## config.mk

```make
export PLATFORM = sky130hd
export DESIGN_NAME = event_drain_ctrl
export DESIGN_NICKNAME = d
export VERILOG_FILES = /design/src/rtl/event_drain_ctrl.sv
export SDC_FILE = /design/constraint.sdc
export NUM_CORES = 1
export LEC_CHECK = 0
export BUFFER_PORTS_ARGS = -buffer_cell sky130_fd_sc_hd__buf_4
export CORE_UTILIZATION = 45
export CTS_CLUSTER_DIAMETER = 40
export DETAILED_ROUTE_END_ITERATION = 8
export MAX_ROUTING_LAYER = met4
export PLACE_DENSITY_LB_ADDON = 0.2
export SETUP_SLACK_MARGIN = 0.3
export SLEW_MARGIN = 25
export SYNTH_ARGS = -nofsm -noshare
export SYNTH_HDL_FRONTEND = slang
export SYNTH_SLANG_ARGS = --single-unit
```

## constraint.sdc

```tcl
create_clock -name clk -period 2.65 [get_ports clk]
set_input_delay 0.1325 -clock clk [delete_from_list [all_inputs] [get_ports clk]]
set_output_delay 0.1325 -clock clk [all_outputs]
set_load 0.05 [all_outputs]
```

## src/rtl/event_drain_ctrl.sv

```systemverilog
// event_drain_ctrl: register-bus master that arms event_monitor_top, polls its
// STATUS register, drains each captured event (ID, DATA, TS) out of the monitor
// FIFO and presents it to a log sink on a valid/ready stream.
module event_drain_ctrl #(
  parameter int          PROBE_W       = 32,
  parameter int          ID_W          = 8,
  parameter int          TS_W          = 32,
  parameter int          RD_LAT        = 1,
  parameter int          POLL_GAP      = 8,
  parameter logic [7:0]  ADDR_CONTROL  = 8'h00,
  parameter logic [7:0]  ADDR_STATUS   = 8'h0C,
  parameter logic [7:0]  ADDR_EVT_ID   = 8'h10,
  parameter logic [7:0]  ADDR_EVT_DATA = 8'h14,
  parameter logic [7:0]  ADDR_EVT_TS   = 8'h18,
  parameter logic [7:0]  ADDR_EVT_POP  = 8'h1C
) (
  input  logic               clk,
  input  logic               rst_n,
  input  logic               start,
  input  logic               stop,
  input  logic [31:0]        arm_word,
  output logic               bus_wr,
  output logic               bus_rd,
  output logic [7:0]         bus_addr,
  output logic [31:0]        bus_wdata,
  input  logic [31:0]        bus_rdata,
  output logic               ev_valid,
  input  logic               ev_ready,
  output logic [ID_W-1:0]    ev_id,
  output logic [PROBE_W-1:0] ev_data,
  output logic [TS_W-1:0]    ev_ts,
  output logic               busy,
  output logic               overflow_seen,
  output logic [15:0]        ev_count
);

  localparam int WAIT_W = (RD_LAT > 1) ? $clog2(RD_LAT) : 1;
  localparam int GAP_W  = (POLL_GAP > 1) ? $clog2(POLL_GAP) : 1;
  localparam logic [WAIT_W-1:0] WAIT_LAST = WAIT_W'(RD_LAT - 1);
  localparam logic [GAP_W-1:0]  GAP_LAST  = GAP_W'(POLL_GAP - 1);

  typedef enum logic [3:0] {
    S_IDLE, S_ARM, S_POLL, S_RWAIT, S_CLR_OVF, S_RD_ID,
    S_RD_DATA, S_RD_TS, S_POP, S_PRESENT, S_GAP
  } state_e;

  // Which register the outstanding read targets, so RWAIT knows where to go next.
  typedef enum logic [1:0] {RK_STATUS, RK_ID, RK_DATA, RK_TS} rd_kind_e;

  state_e             state_q, state_d;
  rd_kind_e           kind_q, kind_d;
  logic [WAIT_W-1:0]  wait_q, wait_d;
  logic [GAP_W-1:0]   gap_q, gap_d;
  logic               stop_q, stop_d;      // stop request waiting for an event boundary
  logic               ovf_q, ovf_d;
  logic               ne_q, ne_d;          // FIFO was non-empty in the poll that saw overflow
  logic [15:0]        count_q, count_d;
  logic [ID_W-1:0]    id_q, id_d;
  logic [PROBE_W-1:0] data_q, data_d;
  logic [TS_W-1:0]    ts_q, ts_d;
  logic [7:0]         addr_q;              // address/wdata hold their value between commands
  logic [31:0]        wdata_q;
  logic               stop_now;

  assign stop_now      = stop_q | stop;
  assign ev_valid      = (state_q == S_PRESENT);
  assign busy          = (state_q != S_IDLE);
  assign overflow_seen = ovf_q;
  assign ev_count      = count_q;
  assign ev_id         = id_q;
  assign ev_data       = data_q;
  assign ev_ts         = ts_q;

  // Next-state, bus command and capture logic.
  always_comb begin
    // NOTE: every signal gets a default before the case so no path leaves one
    // unassigned, which would otherwise infer a latch.
    state_d   = state_q;
    kind_d    = kind_q;
    wait_d    = wait_q;
    gap_d     = gap_q;
    stop_d    = stop_q;
    ovf_d     = ovf_q;
    ne_d      = ne_q;
    count_d   = count_q;
    id_d      = id_q;
    data_d    = data_q;
    ts_d      = ts_q;
    bus_wr    = 1'b0;
    bus_rd    = 1'b0;
    bus_addr  = addr_q;
    bus_wdata = wdata_q;

    if (stop && state_q != S_IDLE) stop_d = 1'b1;

    unique case (state_q)
      S_IDLE: begin
        stop_d = 1'b0;
        // stop in the same cycle as start keeps the block idle
        if (start && !stop) begin
          state_d = S_ARM;
          ovf_d   = 1'b0;
          count_d = '0;
        end
      end
      S_ARM: begin
        bus_wr    = 1'b1;
        bus_addr  = ADDR_CONTROL;
        bus_wdata = arm_word;
        state_d   = S_POLL;
      end
      S_POLL: begin
        if (stop_q) begin
          state_d = S_IDLE;
          stop_d  = 1'b0;
        end else begin
          bus_rd   = 1'b1;
          bus_addr = ADDR_STATUS;
          kind_d   = RK_STATUS;
          wait_d   = '0;
          state_d  = S_RWAIT;
        end
      end
      S_RWAIT: begin
        wait_d = wait_q + 1'b1;
        if (wait_q == WAIT_LAST) begin
          wait_d = '0;
          unique case (kind_q)
            RK_STATUS: begin
              if (bus_rdata[2]) begin
                state_d = S_CLR_OVF;
                ne_d    = bus_rdata[1];
              end else if (bus_rdata[1]) begin
                state_d = S_RD_ID;
              end else begin
                state_d = S_GAP;
                gap_d   = '0;
              end
            end
            RK_ID: begin
              id_d    = bus_rdata[ID_W-1:0];
              state_d = S_RD_DATA;
            end
            RK_DATA: begin
              data_d  = bus_rdata[PROBE_W-1:0];
              state_d = S_RD_TS;
            end
            RK_TS: begin
              ts_d    = bus_rdata[TS_W-1:0];
              state_d = S_POP;
            end
            default: state_d = S_IDLE;
          endcase
        end
      end
      S_CLR_OVF: begin
        bus_wr    = 1'b1;
        bus_addr  = ADDR_STATUS;
        bus_wdata = 32'h4;
        ovf_d     = 1'b1;
        if (ne_q) begin
          state_d = S_RD_ID;
        end else begin
          state_d = S_GAP;
          gap_d   = '0;
        end
      end
      S_RD_ID, S_RD_DATA, S_RD_TS: begin
        bus_rd  = 1'b1;
        wait_d  = '0;
        state_d = S_RWAIT;
        if (state_q == S_RD_ID) begin
          bus_addr = ADDR_EVT_ID;
          kind_d   = RK_ID;
        end else if (state_q == S_RD_DATA) begin
          bus_addr = ADDR_EVT_DATA;
          kind_d   = RK_DATA;
        end else begin
          bus_addr = ADDR_EVT_TS;
          kind_d   = RK_TS;
        end
      end
      S_POP: begin
        bus_wr    = 1'b1;
        bus_addr  = ADDR_EVT_POP;
        bus_wdata = 32'h0;
        state_d   = S_PRESENT;
      end
      S_PRESENT: begin
        if (ev_ready) begin
          if (count_q != 16'hFFFF) count_d = count_q + 16'd1;
          if (stop_now) begin
            state_d = S_IDLE;
            stop_d  = 1'b0;
          end else begin
            state_d = S_POLL;
          end
        end
      end
      S_GAP: begin
        if (stop_now) begin
          state_d = S_IDLE;
          stop_d  = 1'b0;
        end else if (gap_q == GAP_LAST) begin
          state_d = S_POLL;
        end else begin
          gap_d = gap_q + 1'b1;
        end
      end
      default: state_d = S_IDLE;
    endcase
  end

  // State and datapath registers; reset aborts any outstanding read.
  always_ff @(posedge clk or negedge rst_n) begin
    if (!rst_n) begin
      // NOTE: the captured event fields are reset too, so every output reads 0
      // straight out of reset rather than showing a stale event.
      state_q <= S_IDLE;
      kind_q  <= RK_STATUS;
      wait_q  <= '0;
      gap_q   <= '0;
      stop_q  <= 1'b0;
      ovf_q   <= 1'b0;
      ne_q    <= 1'b0;
      count_q <= '0;
      id_q    <= '0;
      data_q  <= '0;
      ts_q    <= '0;
      addr_q  <= '0;
      wdata_q <= '0;
    end else begin
      // NOTE: non-blocking assignments so every flop samples pre-edge values.
      state_q <= state_d;
      kind_q  <= kind_d;
      wait_q  <= wait_d;
      gap_q   <= gap_d;
      stop_q  <= stop_d;
      ovf_q   <= ovf_d;
      ne_q    <= ne_d;
      count_q <= count_d;
      id_q    <= id_d;
      data_q  <= data_d;
      ts_q    <= ts_d;
      addr_q  <= bus_addr;
      wdata_q <= bus_wdata;
    end
  end

endmodule
```

# After elaboration in Yosys (flattened, before gate mapping)

Cells that the tools add are included.

Register bits after elaboration: 141
Bits in latches: 0
Memory bits (writable): 0
ROM bits: 0
Input port bits: 69
Output and inout port bits: 133
Logic and storage cells: 114
Memories kept: 0

Add/sub/neg operators: 3
$mul: 0
Div/mod/pow operators: 0
$lt $le $gt $ge: 0
Eq/ne operators: 27
Shift-type cells: 0
Multiplexer cells: 46
Bitwise operators: 2
Reduce and logical (&&, ||, !) cells: 23

Operators by type and width:

| kind                                                            | count |
|---|---|
| 32-bit one-hot mux with 3 select lines                          | 1 |
| 16-bit 2-to-1 mux                                               | 3 |
| 4-bit 2-to-1 mux                                                | 10 |
| 8-bit one-hot mux with 5 select lines                           | 1 |
| 4-bit one-hot mux with 9 select lines                           | 1 |
| 16-bit one-hot mux with 2 select lines                          | 1 |
| 3-bit 2-to-1 mux                                                | 7 |
| 2-bit inequality test, second input constant                    | 9 |
| 16-bit by 1-bit adder with 16-bit output, second input constant | 1 |
| 4-bit by 3-bit == test with 1-bit output, second input constant | 4 |
| 16-bit inequality test, second input constant                   | 1 |
| 4-bit one-hot mux with 4 select lines                           | 1 |
| 4-bit == test, second input constant                            | 3 |
| 4-bit AND reduction                                             | 3 |
| 1-bit 2-to-1 mux                                                | 10 |
| 3-bit one-hot mux with 3 select lines                           | 1 |
| 3-bit AND reduction                                             | 3 |
| 4-bit by 2-bit == test with 1-bit output, second input constant | 2 |
| 2-bit 2-to-1 mux                                                | 4 |
| 8-bit 2-to-1 mux                                                | 1 |
| 8-bit AND reduction                                             | 1 |
| 2-bit AND reduction                                             | 3 |
| 2-bit nonzero test                                              | 3 |
| 3-bit nonzero test                                              | 2 |
| 20 further kinds                                                | 25 |

# Logic depth before layout (Yosys ltp)

Gate-level depths: netlist of run 1.

Depth in word-level cells: 6
Mapped depth: 8
Mapped depth without buffers: 6

# Least setup slack after synthesis of run 1

OpenSTA, ideal clock, no wires.

Path type: register to register
From: register state_q[0]
To: register wdata_q[2]
Library setup time: 0.248 ns
Data arrival time: 2.343 ns
Required time: 2.402 ns
Setup slack: 0.059 ns
Cell stages (with the launch flop): 7
Path buffers: 2
Period minus slack after synthesis: 2.591 ns
Cell sequence: dfrtp_1 clkbuf_1 clkbuf_1 nand3b_1 a21oi_1 a21oi_1 o21ai_0

Longest elaborated chain between the ends: 2
Elaborated cells between the ends (all ways): 4
Classes of those cells: eq/ne (3); mux (1)

RTL lines:

| item                                       | line | text |
|---|---|---|
| start, declared                            | 50   | `state_e state_q, state_d;` |
| start signal, assigned                     | 234  | `state_q <= state_d;` |
| 4-bit == test (tied with other cells)      | 96   | `unique case (state_q)` |
| 32-bit one-hot mux with 3 select lines (*) | 96   |  |
| named net bus_wdata[2]                     | 25   | `output logic [31:0] bus_wdata,` |
| end signal, assigned                       | 246  | `wdata_q <= bus_wdata;` |
| end, declared                              | 62   | `logic [31:0] wdata_q;` |

The timed path passes the listed nets; every way through them passes the cells marked *.
A chain may end at the register's enable or synchronous reset.

# Final worst setup path of run 1

From: register state_q[0]
To: output bus_addr[5]

Longest elaborated chain between the ends: 3
Elaborated cells between the ends (all ways): 9
Classes of those cells: eq/ne (7); mux (1); reduce/logical (1)

RTL lines:

| item                                                        | line    | text |
|---|---|---|
| 4-bit by 3-bit == test with 1-bit output (on tied branches) | 96, 172 |  |
| 3-bit OR reduction                                          | 96      |  |
| 8-bit one-hot mux with 5 select lines (*)                   | 96      |  |
| end, declared                                               | 24      | `output logic [7:0] bus_addr,` |

Every way passes the cells marked *; elsewhere a longest branch is shown, timed or not.

==> flow_metrics.env, run 1 <==
export IMPL_reg2reg_slack_ns=0.44
export IMPL_first_pass_iters=4
export IMPL_ys_flop_type="dfrtp_1"
export IMPL_holdPathEnd="ev_ts[1]"
export IMPL_grt_max_degree=88
export IMPL_power_leakage_uw=0.004357
export IMPL_overflow=0
export IMPL_r2r_start="ev_count[0]"
export IMPL_synthTopCellsByCount="140 x dfrtp_1, 46 x mux2_1, 32 x a22o_1, 30 x mux2_2, 25 x nand2_1"
export IMPL_clock_path_buffers=2
export IMPL_drtIter0Drc=389
export IMPL_nFillCells=1006
export IMPL_async_flop_share_pct=100.0
export IMPL_worst_path_buf_inv=2
export IMPL_min_period_over_period_pct=88.34
export IMPL_clockRootBuffer="clkbuf_16"
export IMPL_grt_pass1_vias=5271
export IMPL_synth_edff_count=0
export IMPL_cts_sinks=140
export IMPL_fin_cells=954
export IMPL_worstHoldPathType="primary input to flop"
export IMPL_antennaDiodeCount=0
export IMPL_gp_congestion=0.8460
export IMPL_start_util_pct=46.49
export IMPL_worst_slew_pin_slew_ns=0.8077
export IMPL_num_io_pins=202
export IMPL_r2r_end="ev_count[0]"
export IMPL_cp_end_kind="output port"
export IMPL_ant_nets=0
export IMPL_arrival_ns=2.21
export IMPL_clkTransAtPathRegs_ns=0.06
export IMPL_worstPathRequired_ns=2.52
export IMPL_outcome="completed"
export IMPL_hold_viol=0
export IMPL_crit_chain="buf_6, or2_2, mux2_2, o22a_1, and2_1, buf_4"
export IMPL_vdd_ir_drop_max_v=0.001167
export IMPL_yosysMostFrequentCell="dfrtp_1"
export IMPL_dp_cells=852
export IMPL_rsz0062_at_grt="true"
export IMPL_seq_area_sq_um=3506
export IMPL_grt_pass1_wl_microns=26910
export IMPL_max_stage_delay_ns=0.39
export IMPL_final_max_slew_violation_count=0
export IMPL_ys_types=59
export IMPL_multi_input_area_sq_um=2494
export IMPL_routed_wl_microns=16630
export IMPL_yosys_area_top_type_share_pct=56.45
export IMPL_h_tree_depth=4
export IMPL_antenna_found_initial=0
export IMPL_tritoncts="yes"
export IMPL_netlist_area_sq_um=6206
export IMPL_portBuffers=201
export IMPL_viasPerCell=5.374
export IMPL_design_core_area_sq_um=13350
export IMPL_critPathTopFamily="simple AND/OR/NAND/NOR gates"
export IMPL_cts_buffers=17
export IMPL_clock_latency_ns=0.41
export IMPL_period_minus_slack_ns=2.341
export IMPL_synth_seq_area_share_pct=56.45
export IMPL_die_w_microns=119.4
export IMPL_wl_per_cell_microns=17.44
export IMPL_cpMaxStageDelayCell="dfrtp_1"
export IMPL_power_density_nw_per_um2=1406
export IMPL_maxCapViolCount=0
export IMPL_drive_gt1_share_pct=38.69
export IMPL_max_freq_ghz=0.4272
export IMPL_worst_setup_path_start_kind="flop"
export IMPL_vias=5127
export IMPL_die_h_microns=119.4
export IMPL_synth_top_area_cell="dfrtp_1"
export IMPL_drc=0
export IMPL_crit_type="flop to output port"
export IMPL_avgSynthCellArea_sq_um=12.49
export IMPL_yosys_top_cells_area="dfrtp_1 56%, mux2_1 8.3%, mux2_2 5.4%"
export IMPL_setup_violations=0
export IMPL_synthToLayoutAreaGrowth_pct=48.83
export IMPL_syn_nets=573
export IMPL_min_delay_start="bus_rdata[1]"
export IMPL_place_hpwl_microns=10640
export IMPL_syn_inst=497
export IMPL_nets=841
export IMPL_critPathMaxFanout=23
export IMPL_reg2reg_depth=5
export IMPL_slew_headroom_pct=46.16
export IMPL_worstHoldPathCells=2
export IMPL_die_area_sq_um=14260
export IMPL_skew_ns=0.008445
export IMPL_track_usage_pct=24.81
export IMPL_synth_warning_count=0
export IMPL_fin_tns_setup_ns=0
export IMPL_ys_seq_elements=140
export IMPL_rows=42
[state kept, by name, indices dropped and copies added, names as in the netlist]
register       count
kind_q             2
stop_q             1
state_q            4
ev_data           32
ev_ts             32
addr_q             8
overflow_seen      1
ne_q               1
ev_count          16
gap_q              3
wdata_q           32
ev_id              8
[layer usage]
metal	vias up	routed length, microns	GRT usage [%]
met5	-	0	-
met4	0	342	8.594
met3	25	810	5.699
met2	165	8560	40.81
met1	2601	6921	30.05
li1	2336	-	-
[cells in the final DEF, fill, tap and decap left out, drive strengths merged, types with 2 or more instances in the layout]
master,count
buf,218
dfrtp,140
mux2,76
dlygate4sd3,65
a22o,32
nand2,25
inv,24
o21ai,19
clkbuf,18
nand3,15
nand2b,13
a21oi,11
nor2,10
mux2i,10
and2,9
ha,7
nor2b,7
nor3,7
a211oi,7
nand4,5
o22ai,5
a21o,4
nor4b,4
nand3b,3
and3,3
bufinv,3
or4,3
a31oi,2
and4,2
a2111oi,2
a221oi,2
o31ai,2
o21bai,2
clkinvlp,2
nor4,2
clkinv,2
[cells by family after synthesis]
logic type	Yosys count	share of synthesized area [%]
muxes	86	15.40
buffers and inverters	51	3.629
AOI/OAI and AO/OA	99	12.06
adders and majority gates	7	1.411
DFF	140	56.45
and+or+nand+nor	114	11.05
[how the worst max path moves through the flow]
stage	from	to	slack [ns]	cells after the start
after floorplan	state_q[0]	addr_q[3]	0.36	6
after global placement	ev_count[9]	ev_count[0]	0.43	4
after detailed placement	ev_count[9]	ev_count[0]	0.33	4
after CTS	ev_count[9]	ev_count[0]	0.30	4
after global routing	state_q[0]	bus_addr[5]	0.23	6
final	state_q[0]	bus_addr[5]	0.31	6
[power breakdown]
group	switching, uW	internal (uW)	leakage, uW
sequential	401	2890	0.00173
combinational	4960	2280	0.00234
clock	951	1500	0.000293
[area by class of cell]
class	count	share of cell area, %
sequential	140	37.96
multi-input combinational	306	27.00
timing repair buffer	283	25.37
clock buffer	18	4.646
tap	176	2.384
clock inverter	14	1.951
inverter	17	0.6909
[stage by stage]
step           cell area [sq um]  util [%]  worst slack, ns  power (uW)  hold slack, ns
6_report                    9236     69.20           0.3090       12990         0.01629
5_1_grt                     9236     69.20           0.2320       13540         0.01249
4_1_cts                     9191     68.86           0.3049       13000       0.0003584
3_5_place_dp                7916     59.31           0.3270       10390          0.2486
3_3_place_gp                7916     59.31           0.4288       10260          0.2467
2_1_floorplan               6213         -           0.3596        8285         -0.1631
[timing repair]
item | in CTS | in global routing
endpoints found under the hold margin | 187 | 0
buffers inserted | 0 | 5
hold buffers | 65 | 0
pin swaps | 0 | 1
setup endpoints to repair | 36 | 40
resized for setup | 4 | 3
No activity file was read; power rests on OpenSTA's default activity.
==> run 2, diff against run 1 <==
==> constraint.sdc (replaced) <==
create_clock -name clk -period 2.7 [get_ports clk]
set_input_delay 0.135 -clock clk [delete_from_list [all_inputs] [get_ports clk]]
set_output_delay 0.135 -clock clk [all_outputs]
set_load 0.05 [all_outputs]
==> flow_metrics.env, run 2 (same netlist as run 1, synthesis figures left out) <==
export IMPL_outcome="completed"
export IMPL_antennaDiodeCount=0
export IMPL_antenna_found_initial=0
export IMPL_track_usage_pct=25.01
export IMPL_max_stage_delay_ns=0.44
export IMPL_multi_input_area_sq_um=2489
export IMPL_rsz0062_at_grt="false"
export IMPL_critPathMaxFanout=31
export IMPL_nFillCells=1003
export IMPL_wl_per_cell_microns=17.58
export IMPL_drtIter0Drc=356
export IMPL_hold_viol=0
export IMPL_nets=847
export IMPL_fin_tns_setup_ns=0
export IMPL_crit_chain="buf_4, nor2b_2, and2_1, buf_8, a22o_1, buf_4"
export IMPL_clkTransAtPathRegs_ns=0.06
export IMPL_die_area_sq_um=14260
export IMPL_design_core_area_sq_um=13350
export IMPL_worst_setup_path_start_kind="flop"
export IMPL_grt_max_degree=86
export IMPL_gp_congestion=0.8619
export IMPL_maxCapViolCount=0
export IMPL_slew_headroom_pct=46.71
export IMPL_power_density_nw_per_um2=1368
export IMPL_routed_wl_microns=16870
export IMPL_cts_sinks=140
export IMPL_critPathTopFamily="buffers and inverters"
export IMPL_final_max_slew_violation_count=0
export IMPL_ant_nets=0
export IMPL_clock_path_buffers=2
export IMPL_path_common_cell="buf_4"
export IMPL_power_leakage_uw=0.004347
export IMPL_final_util_pct=68.84
export IMPL_seq_area_sq_um=3507
export IMPL_grt_pass1_wl_microns=27030
export IMPL_vias=5241
export IMPL_die_w_microns=119.4
export IMPL_rows=42
export IMPL_worstPathRequired_ns=2.57
export IMPL_overflow=0
export IMPL_worstHoldPathType="primary input to flop"
export IMPL_final_common_cell="buf_4"
export IMPL_drive_gt1_share_pct=38.78
export IMPL_layout_common_cells="219 x buf_4, 137 x dfrtp_1, 66 x dlygate4sd3_1"
export IMPL_period_minus_slack_ns=2.326
export IMPL_cpMaxStageDelayCell="dfrtp_2"
export IMPL_die_h_microns=119.4
export IMPL_clockRootBuffer="clkbuf_16"
export IMPL_max_freq_ghz=0.4299
export IMPL_clock_latency_ns=0.42
export IMPL_first_pass_iters=5
export IMPL_skew_ns=0.01632
export IMPL_cts_buffers=17
export IMPL_vdd_ir_drop_max_v=0.001067
export IMPL_cp_end_kind="output port"
export IMPL_setup_violations=0
export IMPL_worst_path_buf_inv=3
export IMPL_grt_pass1_vias=5305
export IMPL_start_util_pct=46.49
export IMPL_arrival_ns=2.19
export IMPL_crit_type="flop to output port"
export IMPL_place_hpwl_microns=10780
export IMPL_worst_slew_pin_slew_ns=0.7993
export IMPL_h_tree_depth=4
export IMPL_synthToLayoutAreaGrowth_pct=48.06
export IMPL_num_io_pins=202
export IMPL_viasPerCell=5.459
export IMPL_portBuffers=201
export IMPL_tritoncts="yes"
export IMPL_drc=0
export IMPL_min_period_over_period_pct=86.14
==> run 2: cell types whose count changed in the layout (fill, tap and decap cells not counted), sizes merged <==
| cell | change |
|---|---|
| buf | +4 |
| bufinv | -3 |
| clkbuf | +6 |
| clkinv | +5 |
| clkinvlp | -1 |
| dlygate4sd3 | +1 |
| inv | -6 |
==> run 2: layout make-up <==
type / count / share of cell area (%)
repair buffers: 289 / 25.67
inverters: 17 / 0.6944
well taps: 176 / 2.397
flip-flops and latches: 140 / 38.17
multi-input cells: 306 / 27.08
clock inverters: 9 / 0.6808
clock buffers: 23 / 5.310
==> run 2: tightest hold or removal path, cell delays in order <==
cell and delay, ns:
buf_4 0.11, nand3b_1 0.07, a21oi_1 0.06, a21oi_1 0.11, o21ai_1 0.09
==> run 2: worst paths after layout <==
| path | slack, ns | depth (start not counted) | from | end |
|---|---|---|---|---|
| max | 0.37 | 6 | state_q[0] | bus_wdata[28] |
| min reg2reg | 0.49 | 1 | addr_q[7] | addr_q[7] |
| max reg2reg | 0.48 | 5 | ev_count[0] | ev_count[0] |
| min in group asynchronous | 0.31 | 2 | rst_n | ev_count[9] |
| max in group asynchronous | 1.55 | 3 | rst_n | ev_ts[5] |
| min | 0.21 | 5 | arm_word[2] | wdata_q[2] |
==> run 2: repair_timing <==
item | in CTS | in global routing
pin swaps | 0 | 0
gates resized for setup | 5 | 1
hold buffers | 66 | 0
endpoints found under the setup margin | 36 | 37
hold endpoints to repair | 185 | 0
buffers inserted | 0 | 7
==> run 2: power by group <==
part / switching (uW) / total (uW) / leakage, uW / internal, uW
Sequential: 429 / 3270 / 0.00173 / 2840
Clock: 887 / 2160 / 0.000273 / 1270
Combinational: 4870 / 7140 / 0.00235 / 2280
Total: 6180 / 12600 / 0.00435 / 6390
==> run 2: stage by stage <==
step                      cells  hold slack [ns]  instance area, sq um  total power, uW  setup slack (ns)
final                       960           0.2101                  9189            12570            0.3741
after global routing        960           0.2297                  9189            13090            0.3076
after CTS                   953           0.1894                  9133            12460            0.3527
after detailed placement    855           0.2505                  7911            10180            0.5038
after global placement      855           0.2366                  7911            10060            0.5775
after floorplan             497          -0.1606                  6211             8131            0.3375
==> run 2: layer usage <==
layer / track usage [%] / vias to the layer above / wire length, microns
met1: 29.99 / 2611 / 6826
met3: 6.082 / 43 / 972
li1: - / 2360 / -
met5: - / - / 0
met4: 10.23 / 0 / 393
met2: 40.52 / 227 / 8681
==> run 3, diff against run 2 <==
--- a/config.mk
+++ b/config.mk
@@ -6,7 +6,9 @@
 export NUM_CORES = 1
 export LEC_CHECK = 0
 export BUFFER_PORTS_ARGS = -buffer_cell sky130_fd_sc_hd__buf_4
-export CORE_UTILIZATION = 45
+export CELL_PAD_IN_SITES_DETAIL_PLACEMENT = 1
+export CELL_PAD_IN_SITES_GLOBAL_PLACEMENT = 2
+export CORE_UTILIZATION = 35
 export CTS_CLUSTER_DIAMETER = 40
 export DETAILED_ROUTE_END_ITERATION = 8
 export MAX_ROUTING_LAYER = met4
==> flow_metrics.env, run 3 (same netlist as run 1, synthesis figures left out) <==
export IMPL_nFillCells=1809
export IMPL_reg2reg_depth=7
export IMPL_r2r_start="state_q[1]"
export IMPL_reg2reg_slack_ns=0.58
export IMPL_drtIter0Drc=165
export IMPL_num_io_pins=202
export IMPL_cp_end_kind="output port"
export IMPL_crit_type="flop to output port"
export IMPL_final_common_cell="buf_4"
export IMPL_worstHoldPathType="primary input to flop"
export IMPL_cts_buffers=17
export IMPL_fin_tns_setup_ns=0
export IMPL_worst_path_buf_inv=2
export IMPL_vias=5109
export IMPL_nets=842
export IMPL_h_tree_depth=4
export IMPL_hold_viol=0
export IMPL_drc=0
export IMPL_rsz0062_at_grt="true"
export IMPL_die_w_microns=135.2
export IMPL_wl_per_cell_microns=18.46
export IMPL_place_hpwl_microns=12120
export IMPL_outcome="completed"
export IMPL_crit_start="state_q[0]"
export IMPL_max_stage_delay_ns=0.41
export IMPL_start_util_pct=35.88
export IMPL_ant_nets=0
export IMPL_arrival_ns=2.22
export IMPL_viasPerCell=5.089
export IMPL_dp_slack_ns=0.3078
export IMPL_routed_wl_microns=18540
export IMPL_layout_common_cells="208 x buf_4, 140 x dfrtp_1, 65 x dlygate4sd3_1"
export IMPL_wl_met3_microns=1024
export IMPL_slew_headroom_pct=60.84
export IMPL_multi_input_area_sq_um=2506
export IMPL_setup_violations=0
export IMPL_skew_ns=0.01109
export IMPL_worstPathRequired_ns=2.57
export IMPL_worst_slack_ns=0.3405
export IMPL_antenna_found_initial=0
export IMPL_netSwitchingPower_uw=6411
export IMPL_die_area_sq_um=18270
export IMPL_maxCapViolCount=0
export IMPL_crit_chain="buf_8, or2_2, mux2_2, o22a_2, and2_1, buf_4"
export IMPL_grt_pass1_vias=5651
export IMPL_power_leakage_uw=0.004378
export IMPL_critPathTopFamily="simple AND/OR/NAND/NOR gates"
export IMPL_clkPwrFrac_pct=18.6
export IMPL_met2WireLength_microns=9764
export IMPL_met1_length_microns=7548
export IMPL_cp_endpoint="bus_addr[6]"
export IMPL_worst_setup_path_start_kind="flop"
export IMPL_fin_area_sq_um=9345
export IMPL_clock_path_buffers=2
export IMPL_top_layer_used="met4"
export IMPL_rows=48
export IMPL_r2r_end="ev_count[0]"
export IMPL_placed_cell_area_sq_um=7998
export IMPL_track_usage_pct=21.72
export IMPL_worst_slew_pin_slew_ns=0.5860
export IMPL_clock_latency_ns=0.42
export IMPL_p_seq_share_pct=25.2
export IMPL_vdd_ir_drop_max_v=0.0007254
export IMPL_cts_sinks=140
export IMPL_path_depth=6
export IMPL_synthToLayoutAreaGrowth_pct=50.58
export IMPL_drive_gt1_share_pct=39.28
export IMPL_design_core_area_sq_um=17300
export IMPL_grt_pass1_wl_microns=29860
export IMPL_clkTransAtPathRegs_ns=0.06
export IMPL_combPwrFrac_pct=56.3
export IMPL_intPower_uw=6499
export IMPL_grt_max_degree=52
export IMPL_clockRootBuffer="clkbuf_16"
export IMPL_tritoncts="yes"
export IMPL_period_minus_slack_ns=2.360
export IMPL_final_max_slew_violation_count=0
export IMPL_max_freq_ghz=0.4238
export IMPL_portBuffers=201
export IMPL_first_pass_iters=4
export IMPL_seq_area_sq_um=3503
export IMPL_die_h_microns=135.2
export IMPL_critPathMaxFanout=23
export IMPL_antennaDiodeCount=0
export IMPL_p_sw_share_pct=49.66
export IMPL_cpMaxStageDelayCell="dfrtp_1"
export IMPL_overflow=0
export IMPL_gp_congestion=0.7566
export IMPL_power_density_nw_per_um2=1381
export IMPL_min_period_over_period_pct=87.39
-- run 3: changes by cell type in the layout (fill, tap and decap cells not counted), sizes merged --
cell / delta
buf: -3
dlygate4sd3: -1
clkinv: -3
clkbuf: -6
bufinv: +1
inv: +7
-- run 3: tightest hold or removal path, cell delays in order --
cell,delay [ns]
buf_4,0.12
a21oi_1,0.06
nor2_1,0.09
-- run 3: through the flow --
stage	hold slack, ns	cells	utilization, %	power, uW
2_1_floorplan	-0.1606	497	-	8131
3_3_place_gp	0.1050	904	46.24	10160
3_5_place_dp	0.1111	904	46.24	10330
4_1_cts	0.009256	1003	53.68	12900
5_1_grt	0.03064	1004	54.03	13510
6_report	0.02968	1004	54.03	12910
-- run 3: routing by layer --
layer,GRT usage (%),vias to the layer above
li1,-,2347
met1,25.20,2624
met2,36.47,121
met3,6.697,17
met4,5.493,0
met5,-,-
-- run 3: what timing repair did --
item | in CTS | in global routing
gates resized for setup | 3 | 16
buffers inserted | 2 | 1
hold buffers | 65 | 0
endpoints found under the hold margin | 147 | 0
endpoints found under the setup margin | 32 | 38
pin swaps | 1 | 0
-- run 3: worst min-delay path by stage --
stage	slack, ns	cells past startpoint	endpoint	from
after floorplan	-0.16	0	addr_q[0]	rst_n
after detailed placement	0.11	1	ev_count[11]	rst_n
after global placement	0.11	1	ev_count[11]	rst_n
after global routing	0.03	3	stop_q	stop
final	0.03	3	stop_q	stop
after CTS	0.009	3	stop_q	stop
-- run 3: power groups by stage --
stage | logic [uW] | registers (uW) | clock network [uW]
global placement | 6950 | 3210 | 0
detailed placement | 7070 | 3260 | 0
CTS | 7190 | 3240 | 2470
finish | 7260 | 3250 | 2400
floorplan | 3440 | 4690 | 0
global route | 7620 | 3340 | 2550
-- run 3: area by class of cell --
class | instances | area share, %
sequential | 140 | 37.49
multi-input combinational | 306 | 26.82
timing repair buffer | 284 | 25.45
clock buffer | 18 | 4.699
tap | 225 | 3.012
clock inverter | 14 | 1.848
inverter | 17 | 0.6828
